## config.mk

```make
export PLATFORM = sky130hd
export DESIGN_NAME = gate_model_bist_ctrl
export DESIGN_NICKNAME = d
export VERILOG_FILES = /design/src/rtl/gate_model_bist_ctrl.sv
export SDC_FILE = /design/constraint.sdc
export NUM_CORES = 1
export LEC_CHECK = 0
export ABC_AREA = 1
export CORE_MARGIN = 5
export CORE_UTILIZATION = 50
export CTS_CLUSTER_DIAMETER = 40
export CTS_CLUSTER_SIZE = 10
export DETAILED_ROUTE_END_ITERATION = 8
export HOLD_SLACK_MARGIN = 0.02
export PLACE_DENSITY = 0.81
export RECOVER_POWER = 25
export SETUP_SLACK_MARGIN = 0.05
export SLEW_MARGIN = 20
export SYNTH_ARGS = -nofsm -noshare
export SYNTH_HDL_FRONTEND = slang
export SYNTH_SLANG_ARGS = --single-unit
```

## constraint.sdc

```tcl
create_clock -name clk -period 2.46 [get_ports clk]
set_input_delay 0.738 -clock clk [delete_from_list [all_inputs] [get_ports clk]]
set_output_delay 0.738 -clock clk [all_outputs]
set_load 0.005 [all_outputs]
```

## src/rtl/gate_model_bist_ctrl.sv

```systemverilog
// BIST sequencer for combinational gate models: LFSR vectors in,
// settle, MISR-compact outputs, compare against a golden signature.
//
// Ports:
//   clk, rst    : clock, synchronous active-high reset
//   start       : begin a run (accepted in IDLE or DONE)
//   abort       : end the run and return to IDLE (wins over start)
//   golden_sig  : expected signature, latched when start is accepted
//   dut_out     : gate-model outputs, sampled in the CAPTURE cycle
//   dut_in      : gate-model inputs (current LFSR value)
//   busy        : run in progress (APPLY/CAPTURE)
//   done        : run complete
//   pass        : signature matched golden (valid while done)
//   signature   : MISR contents
//   pat_cnt     : vectors captured so far
module gate_model_bist_ctrl #(
    parameter int              N_IN     = 23,
    parameter int              N_OUT    = 10,
    parameter int              PATTERNS = 1024,
    parameter int              SETTLE   = 2,
    parameter logic [N_IN-1:0] SEED     = 23'h000001,
    parameter logic [N_IN-1:0] TAPS     = 23'h420000
) (
    input  logic                              clk,
    input  logic                              rst,
    input  logic                              start,
    input  logic                              abort,
    input  logic [15:0]                       golden_sig,
    input  logic [N_OUT-1:0]                  dut_out,
    output logic [N_IN-1:0]                   dut_in,
    output logic                              busy,
    output logic                              done,
    output logic                              pass,
    output logic [15:0]                       signature,
    output logic [$clog2(PATTERNS+1)-1:0]     pat_cnt
);

    localparam int PW = $clog2(PATTERNS + 1);
    localparam int SW = (SETTLE > 1) ? $clog2(SETTLE + 1) : 1;

    // An all-zero seed would lock the LFSR, so it is replaced by 1.
    localparam logic [N_IN-1:0] SEED_EFF =
        (SEED == '0) ? N_IN'(1) : SEED;

    typedef enum logic [1:0] {
        IDLE,
        APPLY,
        CAPTURE,
        DONE
    } state_t;

    state_t          state;
    state_t          state_nxt;

    logic [N_IN-1:0] lfsr;
    logic [15:0]     misr;
    logic [PW-1:0]   cnt;
    logic [SW-1:0]   settle_cnt;
    logic [15:0]     golden;
    logic            pass_q;

    logic [N_IN-1:0] lfsr_nxt;
    logic [15:0]     misr_nxt;
    logic [PW-1:0]   cnt_nxt;
    logic            last_settle;
    logic            last_pat;
    logic            start_ok;

    assign lfsr_nxt    = {lfsr[N_IN-2:0], ^(lfsr & TAPS)};
    assign misr_nxt    = {misr[14:0], ^(misr & 16'hB400)}
                       ^ 16'(dut_out);
    assign cnt_nxt     = cnt + PW'(1);
    assign last_settle = (settle_cnt == SW'(SETTLE - 1));
    assign last_pat    = (cnt_nxt == PW'(PATTERNS));
    assign start_ok    = start && !abort
                       && (state == IDLE || state == DONE);

    // State register
    always_ff @(posedge clk) begin
        if (rst) begin
            state <= IDLE;
        end else begin
            state <= state_nxt;
        end
    end

    // Next-state logic
    always_comb begin
        state_nxt = state;
        if (abort) begin
            state_nxt = IDLE;
        end else begin
            case (state)
                IDLE, DONE: begin
                    if (start) state_nxt = APPLY;
                end
                APPLY: begin
                    if (last_settle) state_nxt = CAPTURE;
                end
                CAPTURE: begin
                    state_nxt = last_pat ? DONE : APPLY;
                end
                default: state_nxt = IDLE;
            endcase
        end
    end

    // Outputs
    always_comb begin
        busy      = (state == APPLY) || (state == CAPTURE);
        done      = (state == DONE);
        pass      = pass_q;
        dut_in    = lfsr;
        signature = misr;
        pat_cnt   = cnt;
    end

    // Datapath: abort only clears pass; everything else holds.
    always_ff @(posedge clk) begin
        if (rst) begin
            lfsr       <= '0;
            misr       <= '0;
            cnt        <= '0;
            settle_cnt <= '0;
            golden     <= '0;
            pass_q     <= 1'b0;
        end else if (abort) begin
            pass_q <= 1'b0;
        end else if (start_ok) begin
            lfsr       <= SEED_EFF;
            misr       <= '0;
            cnt        <= '0;
            settle_cnt <= '0;
            golden     <= golden_sig;
            pass_q     <= 1'b0;
        end else if (state == APPLY) begin
            settle_cnt <= settle_cnt + SW'(1);
        end else if (state == CAPTURE) begin
            misr       <= misr_nxt;
            lfsr       <= lfsr_nxt;
            cnt        <= cnt_nxt;
            settle_cnt <= '0;
            if (last_pat) pass_q <= (misr_nxt == golden);
        end
    end

endmodule

```

; ---- Yosys cells after proc, flatten, opt, wreduce, memory -nomap -nowiden
; Cells that the tools add are included.
[classes]
n_reduce_logical = 18
mux = 16
n_eq_ne = 9
n_bitwise = 3
add_sub_neg = 2
[op_table]
columns = cell, n
row1 = 23-bit two-way mux, 3
row2 = 16-bit two-way mux, 3
row3 = 11-bit two-way mux, 3
row4 = 23-bit XOR reduction, 1
row5 = 16-bit == test, 1
row6 = 16-bit XOR reduction, 1
row7 = 16-bit by 10-bit XOR with 16-bit output, 1
row8 = 2-bit two-way mux, 6
row9 = "11-bit by 1-bit adder with 11-bit output, second input constant", 1
row10 = "11-bit == test, second input constant", 1
row11 = "2-bit inequality test, second input constant", 3
row12 = 2-bit one-hot mux with 3 select lines, 1
row13 = 2-bit AND reduction, 3
row14 = 3-bit AND reduction, 2
row15 = "2-bit by 1-bit == test with 1-bit output, second input constant", 2
row16 = "2-bit == test, second input constant", 2
row17 = 2-bit OR reduction, 2
row18 = 3-bit nonzero test, 1
row19 = 3-bit OR reduction, 1
row20 = "2-bit by 1-bit adder with 2-bit output, second input constant", 1
row21 = 1-bit logical AND, 2
row22 = 2-bit logical NOT, 1
row23 = 1-bit logical OR, 2
row24 = 1-bit NOT, 2
row25 = other kinds (2), 2
[totals]
out_inout_bits = 53
ff_bits = 71

; ---- Depth between registers and ports, before layout
[logic_depth]
depth_word = 5
depth_mapped = 12
ltp_nobuf = 12

; ---- Worst setup path before layout
; Ideal clock, no wire load.
[synth_timing]
path_type = register to register
from = register state[0]
to = register cnt[0] (netlist: pat_cnt[0])
stages_incl_launch_ff = 11
path_slack_ps = 677
t_required_ps = 2341
arrival_ps = 1664
synth_period_minus_slack_ps = 1783
setup_ps = 119
path_buffers = 1
cell_sequence = dfxtp_1 -> inv_1 -> ha_1 -> nand2_2 -> nor2_2 -> nor2_1 -> nor3_4 -> inv_2 -> buf_6 -> o21ai_0 -> a21oi_1
[synth_via]
elab_chain_cells = 5
[synth_lines]
columns = element, line
row1 = from (decl), 52  ; state_t state;
row2 = from (signal assigned), 83  ; state <= state_nxt;
row3 = 2-bit == test / 2-bit logical NOT (equally long branches), 76  ; && (state == IDLE || state == DONE);
row4 = 1-bit logical OR, 76
row5 = 1-bit logical AND, 76
row6 = 2-bit inequality test (no source line) / 2-bit nonzero test (equally long branches), --
row7 = 3-bit AND reduction (no source line), --
row8 = to (signal assigned), 141  ; cnt <= cnt_nxt;
row9 = to (decl), 57  ; logic [PW-1:0] cnt;
; Several ways; a longest one is shown, not always the timed one.
; A chain may end at the register's enable or synchronous reset.

; ---- Worst setup path in the final report
[layout_timing]
from = register state[0]
to = output busy
[layout_via]
elab_chain_cells = 2
[layout_lines]
columns = element, line
row1 = 2-bit by 1-bit == test with 1-bit output / 2-bit == test (equally long branches), 110  ; busy = (state == APPLY) || (state == CAPTURE);
row2 = 1-bit logical OR *, 110
row3 = to (decl), 31  ; output logic busy,
; Mark *: on every way between the ends. The rest lies on a longest branch, timed or not.

==> metrics.md <==
| Metric | Value |
|---|---|
| Status | finished clean |
| Area of the mapped netlist | 3410 um^2 |
| Max-Cap Viols | 0 |
| Yosys cell types | 27 |
| Reg power frac | 48.2% |
| DIE WIDTH | about 90 um |
| Startpoint Class | flop |
| Total number of vias | approximately 3400 |
| Pleak | roughly 1.9 nW |
| Slew @ Worst Pin | between 0.5 and 0.6 ns |
| Kind of critical path | flop to primary output |
| P_int | 1.91 mW |
| Commonest non-fill, non-tap cells in the layout | nand2_1, clkdlybuf4s50_1, dfxtp_1, a21oi_1, inv_1 |
| R2R cell count | 9 |
| Top-level I/O count | 83 |
| Remaining DRCs | 0 |
| Most common cell after layout, fill and taps aside | nand2_1 |
| All-layer global routing usage | between 20% and 30% |
| Unrepaired setup endpoints after global routing | no |
| CTS buffer count | 9 |
| Fill count | 567 |
| Cell Pwr Density | 550 nW/um^2 |
| Clock Latency Late Sink | 0.35 ns |
| Maximum clock frequency | about 0.43 GHz |
| WL final | about 8900 um |
| Final hold violations | 0 |
| Diode count | 0 |
| Average size of a mapped cell | between 6 and 7 um^2 |
| Critical Path RT | ~1.7 ns |
| Pre-CTS setup slack | between 0.08 and 0.09 ns |
| Critical path peak fanout | 3 |
| Peak supply drop | about 350 uV |
| Seq/Total Area, Yosys | a little over two fifths |
| Nets | 621 |
| Tot Pwr | 2.51 mW |
| Total negative slack | 0 ns |
| Initial Util | 50.8% |
| Yosys top cell area share | 41.7% |
| Clock sinks | just over 70 |
| First-pass GRT wire length | ~14000 um |
| Kind of end point of the critical path | primary output |
| Mapped Nets | between 500 and 600 |
| GPL Wtd Cong | approximately 0.86 |
| Slew Limit Fails | 0 |
| Cells after Synth | 500 |
| Final worst slack | ~0.14 ns |
| Iter 0 DRT Violations | around 220 |
| Vias/cell | 5.15 |
| Routed Antenna Nets | 0 |
| Vias in the first global route | ~3200 |
| Clock transition at the registers of the reported paths | approximately 0.080 ns |
| Yosys reg bits | 71 |
| CTS tree | yes |
| Clock power frac | between 40% and 50% |
| Number of I/O port buffers | 82 |
| CTS Root Cell | clkbuf_8 |
| Drt pass-1 iters | 5 |
| Pin count of the biggest net entering global routing | 33 |
| Worst Hold Depth | 2 |
| HPWL Detailed | between 6000 and 7000 um |
| DIE AREA | between 8000 and 9000 um^2 |
| DR WL/cell | 13.3 um |
| Combinational power share | between 10 and 15% |
| Psw | 600 uW |
| Worst hold-check path type | flop to flop |
| Switching share of power | 23.9% |
| Cell taking the most area after synthesis | dfxtp_1 |
| Clk buf depth | 2 |
| Final Core Density | between 60% and 70% |
| Initial antenna violation count | 0 |
| Area delta synth->final | 33.5% |
| Die height | between 90 and 100 um |
| Final setup viols | 0 |
| Top cells by area, synth | dfxtp_1, nand2_1, a21oi_1 |
| Slew headroom | roughly two thirds |
| Synth warn | 0 |
| Worst EP arrival | 1.58 ns |
| Layout cells sized above 1 | approximately 6.0% |
| Final min period | about 2.3 ns |
| Gr ovfl total | 0 |
| Clock Skew | roughly 0.011 ns |
| Htree depth | 3 |
| Period Utilization, post-route | a little over nine tenths |
| Core Region | 6720 um^2 |
| Hold Buf Count CTS | 0 |
| Cell Rows | 30 |
-- power groups by stage --
stage	clock network, mW	registers, mW	logic (mW)
after floorplan	0	1.23	0.159
after global placement	0	1.23	0.268
after detailed placement	0	1.23	0.276
after CTS	1.03	1.21	0.279
after global routing	1.08	1.21	0.310
final	1.02	1.21	0.279
-- flip-flops by register name, indices dropped and copies added, names as in the netlist --
signal / flops
settle_cnt: 2
pat_cnt: 11
signature: 16
golden: 16
state: 2
dut_in: 23
pass: 1
-- per-stage QoR --
stage / area, um^2 / instances / hold slack, ns
4_1_cts: 4550 / 667 / 0.471
3_3_place_gp: 4330 / 652 / 0.453
3_5_place_dp: 4330 / 652 / 0.461
5_1_grt: 4550 / 668 / 0.487
2_1_floorplan: 3410 / 500 / 0.442
6_report: 4550 / 668 / 0.470
-- synth_stat cells --
library cell / count
nand2_1: 161
dfxtp_1: 71
a21oi_1: 56
inv_1: 51
nor2_1: 44
o21ai_0: 23
nand3_1: 20
clkbuf_1: 13
a211oi_1: 7
ha_1: 7
nand3b_1: 6
xor2_1: 6
nand4_1: 5
xnor2_1: 5
a31oi_1: 4
buf_4: 4
buf_2: 3
buf_6: 2
inv_2: 2
nand2_2: 2
nor3_1: 2
a21o_1: 1
nor2_2: 1
nor3_4: 1
o21bai_1: 1
o22ai_1: 1
or2_2: 1
-- kinds of logic after synthesis --
logic type                 after synthesis  share of synthesized area, %
and+or+nand+nor                        243                          29.2
AOI/OAI and AO/OA                       93                          14.5
buffers and inverters                   75                          9.24
DFF                                     71                          41.7
xor gates and xnor gates                11                          2.82
adders and majority gates                7                          2.57
-- what timing repair did --
| action | CTS | global route |
|---|---|---|
| setup buffers | 0 | 1 |
| resized for setup | 2 | 0 |
| setup endpoints to repair | 1 | 1 |
-- critical path, stage by stage (launching register included) --
cell and delay [ns]:
dfxtp_2 0.35, inv_1 0.08, ha_4 0.25, inv_1 0.07, clkdlybuf4s50_1 0.49
-- worst paths after layout --
check	from	endpoint	slack, ns
setup / recovery	state[0]$_SDFFE_PP0P_	busy	0.14
hold / removal	golden[0]$_SDFFE_PP0P_	golden[0]$_SDFFE_PP0P_	0.47
setup reg to reg	state[0]$_SDFFE_PP0P_	pat_cnt[2]$_SDFFE_PP0P_	0.45
hold reg to reg	golden[0]$_SDFFE_PP0P_	golden[0]$_SDFFE_PP0P_	0.47
-- layout make-up --
cell class              count  area, um^2  share of cell area, %
multi-input cells         354        1690                   37.1
flip-flops and latches     71        1420                   31.2
repair buffers             95         932                   20.5
inverters                  53         199                   4.37
clock buffers              12         145                   3.19
well taps                  80         100                   2.20
clock inverters             3        67.6                   1.48
-- routing by layer --
metal / track usage (%) / wire length, um / up-vias
li1: - / - / 1754
met1: 27.1 / 3980 / 1569
met2: 34.0 / 4270 / 107
met3: 4.47 / 481 / 12
met4: 10.8 / 167 / 0
met5: 0 / 0 / -
Power figures use the tool's default switching activity.
==> variant 1: new RTL, config.mk and constraints unchanged <==
Re-encode `state_t` (4 states) as one-hot, 4 bits wide.
--- a/src/rtl/gate_model_bist_ctrl.sv
+++ b/src/rtl/gate_model_bist_ctrl.sv
@@ -44,7 +44,7 @@
 
-    typedef enum logic [1:0] {
-        IDLE,
-        APPLY,
-        CAPTURE,
-        DONE
+    typedef enum logic [3:0] {
+        IDLE    = 4'b0001,
+        APPLY   = 4'b0010,
+        CAPTURE = 4'b0100,
+        DONE    = 4'b1000
     } state_t;
Behaviour: same outputs for any inputs over 10 cycles, from zero or initial values and one cycle with rst high; not proved beyond that.
==> variant 1 against the unedited design <==
Area after synthesis grew 4.0%. Count of clock-buffer cells in the layout down 3. Routed wire length down 2.8%. Combinational power decreased by 21%. Setup slack got worse by 0.019 ns. Utilization increased by 0.59 points. Via count rose by 0.84%. Register-to-register slack better by 0.10 ns. Final cell count grew 3.1%. Power decreased by 0.47%. Clock skew shrank 0.0020 ns. Cell area is 2.6% higher. Sequential cell count increased by 2. Highest routed layer unchanged.
==> variant 1: results (changes against the unedited design) <==
Routing
  – Met2 Routed Length: 4.05 mm (-5.2%)
  – Starting DRT DRC Count: 167 (-25%)
  – Wire length per cell: 12.5 um (-5.8%)
  – Metal-1 WL: 3.84 mm (-3.4%)
  – Vias: 3471 (+0.84%)

Global route
  – Gr usage total: 20.0% (-1.3 points)
  – Number of global-route vias before repair: 3180 (+0.16%)
  – First-pass GRT wire length: 14.3 mm (-1.3%)
  – Met2 global-route usage: 32.6% (-1.5 points)
  – Met1 Usage GRT: 25.2% (-1.8 points)
  – Largest net degree at the start of global routing: 45 (+36%)

Finish
  – Share of layout cells above drive strength 1: 7.59% (+1.6 points)
  – Final instance area: 4670 sq um (+2.6%)
  – Fillcell total: 598 (+5.5%)

Power and ir drop
  – Internal power: 1.88 mW (-1.2%)
  – Peak VDD IR: 0.498 mV (+43%)
  – Leak pwr: 1.86 nW (about the same)

Worst setup path
  – Reg2reg start: pat_cnt[0]
  – Crit. Startpoint: state[0]
  – Worst R2R Setup Slack: 0.55 ns (+0.10 ns)

Place
  – Cell Area, Placed: 4440 sq um (+2.7%)
  – Pre-CTS WS: 0.184 ns (+0.0984 ns)
  – Post-detail-place hpwl: 6.30 mm (-3.8%)

Yosys
  – Netlist cell types: 37 (+37%)
  – Largest cells by area after synthesis: dfxtp_1 (41%), nand2_1 (17%), a21oi_1 (7.5%)
  – Commonest cells post-synth: nand2_1 (158), dfxtp_1 (73), a21oi_1 (53)

STA
  – Fin crit share: 94.9% (+0.76 points)
  – Least-Margin Pin Slew: 0.552 ns (+0.0427 ns)

Status
  – Status: finished clean

Hold path
  – Hold path startpoint: dut_in[8]
-- variant 1: cell count changes after synthesis, moves of 4 or more --
cell | before | now
o21ai_0 | 23 | 11
o21ai_1 | 0 | 10
clkbuf_1 | 13 | 5
nor2_1 | 44 | 51
a31oi_1 | 4 | 0
ha_1 | 7 | 3
inv_1 | 51 | 47
nand3_1 | 20 | 24
-- variant 1: repair_timing --
item | CTS | global route
setup buffers | 0 | 1
hold buffers | 0 | 0
pin swaps | 0 | 2
setup endpoints to repair | 1 | 1
gates resized for setup | 3 | 2
-- variant 1: cells by family after synthesis --
group	after synthesis	share of synthesized area (%)
buffers and inverters	70	8.85
adder cells (fa/ha/maj)	3	1.06
AO/OA/AOI/OAI	94	15.6
flip-flops	73	41.2
XOR/XNOR	10	2.47
AND/OR/NAND/NOR	254	30.8
-- variant 1: final cells by class --
cell class	instances	share of cell area, %
inverter	52	4.23
timing repair buffer	91	18.9
tap	96	2.57
clock buffer	9	2.65
sequential	73	31.3
clock inverter	7	2.17
multi-input combinational	361	38.1
==> variant 2: new RTL, same flow settings <==
Made on the original files. The parameter `N_IN` goes from 23 to 46.
--- a/src/rtl/gate_model_bist_ctrl.sv
+++ b/src/rtl/gate_model_bist_ctrl.sv
@@ -16,3 +16,3 @@
 module gate_model_bist_ctrl #(
-    parameter int              N_IN     = 23,
+    parameter int              N_IN     = 46,
     parameter int              N_OUT    = 10,
Ports: changed (resized dut_in); port bits go from 83 to 106. No check against the original RTL was run, so the function may have changed too.
==> variant 2 against the unedited design <==
Synthesized cell count grew 20%. Routed wire length grew 21%. Setup slack lost 0.0099 ns. Sequential cell count grew 23. Cell area grew 23%. Largest cell class unchanged. Power grew 22%. Area after synthesis grew 24%. Critical path depth shrank 1. Count of clock-buffer cells in the layout shrank 2.
==> variant 2: results (changes against the unedited design) <==
Finish
  – Layout Nets: 735 (+18%)
  – Post-Layout Cell Count: 808 (+21%)
  – Share of layout cells above drive strength 1: 5.97% (+0.022 points)
  – Area grow syn2layout: 33.3%
  – Number of flip-flops under the largest register name: 46 (+100%)
  – Fillcell total: 692 (+22%)

Global route
  – First-pass GRT wire length: 17.6 mm (+21%)
  – Largest net degree at the start of global routing: 48 (+45%)
  – Met3 usage: 5.60% (+1.1 points)
  – Met1 Usage GRT: 27.1% (about the same)
  – Number of global-route vias before repair: 3848 (+21%)
  – Met2 global-route usage: 34.6% (+0.54 points)
  – Gr usage total: 20.8% (-0.47 points)

Yosys
  – Synth Net Count: 635 (+18%)
  – Commonest cells post-synth: nand2_1 (211), dfxtp_1 (94), a21oi_1 (79)
  – Largest cells by area after synthesis: dfxtp_1 (45%), nand2_1 (19%), a21oi_1 (9.4%)
  – Seq/Total Area, Yosys: 44.6% (+2.9 points)
  – Post-synth top area share: 44.6% (+2.9 points)
  – Syn Area/Cell: 7.06 sq um (+3.4%)
  – Netlist cell types: 29 (+7.4%)

Power and ir drop
  – Switching Fraction: 24.6% (+0.65 points)
  – Peak VDD IR: 0.393 mV (+13%)
  – Leak pwr: 2.15 nW (+16%)

Hold path
  – HP Class: register to register
  – Endpoint, Worst Hold: dut_in[45]
  – Hold path startpoint: dut_in[45]

STA
  – Clk_skew: 0.0133 ns (+0.00249 ns)
  – Hold WS: 0.477 ns (+0.00742 ns)
  – Rel. slew slack: 62.8% (-3.2 points)

Clocking
  – Post-cts resize count: 1 (-1)
  – Setup bufs post-CTS: 1 (+1)

Routing
  – Wire length per cell: 13.3 um (-0.12%)
  – Met3 WL: 609 um (+27%)
  – Metal-1 WL: 4.93 mm (+24%)
  – Via-to-Cell Ratio: 5.05 (-1.9%)
  – Post-route ant nets: 0 (unchanged)
  – Met2 Routed Length: 5.05 mm (+18%)
  – Starting DRT DRC Count: 227 (+2.3%)

Place
  – Post-detail-place hpwl: 7.55 mm (+15%)
  – Pre-CTS WS: 0.00775 ns (-0.0778 ns)
  – Inst Count DP: 791 (+21%)
  – RD Place Congestion: 0.843 (-1.6%)
  – Port buffer count: 105 (+28%)
  – Cell Area, Placed: 5380 sq um (+24%)

Worst setup path
  – Critical Path Fanout Max: 4 (+1)
  – Worst R2R Setup Slack: 0.41 ns (-0.04 ns)
  – Worst R2R End: golden[5]
  – Slowest-stage cell, CP: clkdlybuf4s50_1

Status
  – Status: finished clean
## variant 2: cell count changes in the layout (fill, tap and decap cells not counted), sizes merged, moves of 4 or more
cell,before,now
nand2,163,213
a21oi,56,79
dfxtp,71,94
clkdlybuf4s50,71,85
dlygate4sd3,10,19
inv,53,47
nand3b,6,2
## variant 2: worst reg2reg max path, cell delays in order, from the launching register on
cell	delay [ns]
dfxtp_2	0.34
inv_1	0.07
ha_4	0.28
nand2_2	0.07
nor2_2	0.11
clkbuf_1	0.44
inv_1	0.15
buf_12	0.20
o21ai_0	0.21
a21oi_1	0.06
## variant 2: worst max path at each step
stage	depth (start not counted)	slack [ns]	endpoint	startpoint
floorplan	11	0.56	dut_in[22]	state[0]
global placement	9	0.08	pat_cnt[2]	start
detailed placement	9	0.008	pat_cnt[2]	start
CTS	4	0.07	busy	state[0]
global route	8	0.06	golden[0]	start
finish	3	0.13	busy	state[1]
## variant 2: final cells by class
type                            instances  area share, %
Multi-Input combinational cell        428           35.8
Sequential cell                        94           33.5
Timing Repair Buffer                  118           21.2
Inverter                               47           3.16
Clock buffer                           10           2.45
Tap cell                              105           2.34
Clock inverter                          6           1.65
## variant 2: logic make-up after synthesis
kind of cell,Yosys count,synth area share [%]
AOI/OAI and AO/OA,115,14.4
adders and majority gates,7,2.08
DFF,94,44.6
xor gates and xnor gates,13,2.70
and+or+nand+nor,293,28.3
buffers and inverters,76,8.01
## variant 2: power by group through the flow
stage	Sequential [mW]	Clock (mW)	Combinational, mW
6_report	1.58	1.16	0.305
5_1_grt	1.58	1.24	0.339
4_1_cts	1.58	1.18	0.305
3_5_place_dp	1.61	0	0.301
3_3_place_gp	1.61	0	0.294
2_1_floorplan	1.61	0	0.177
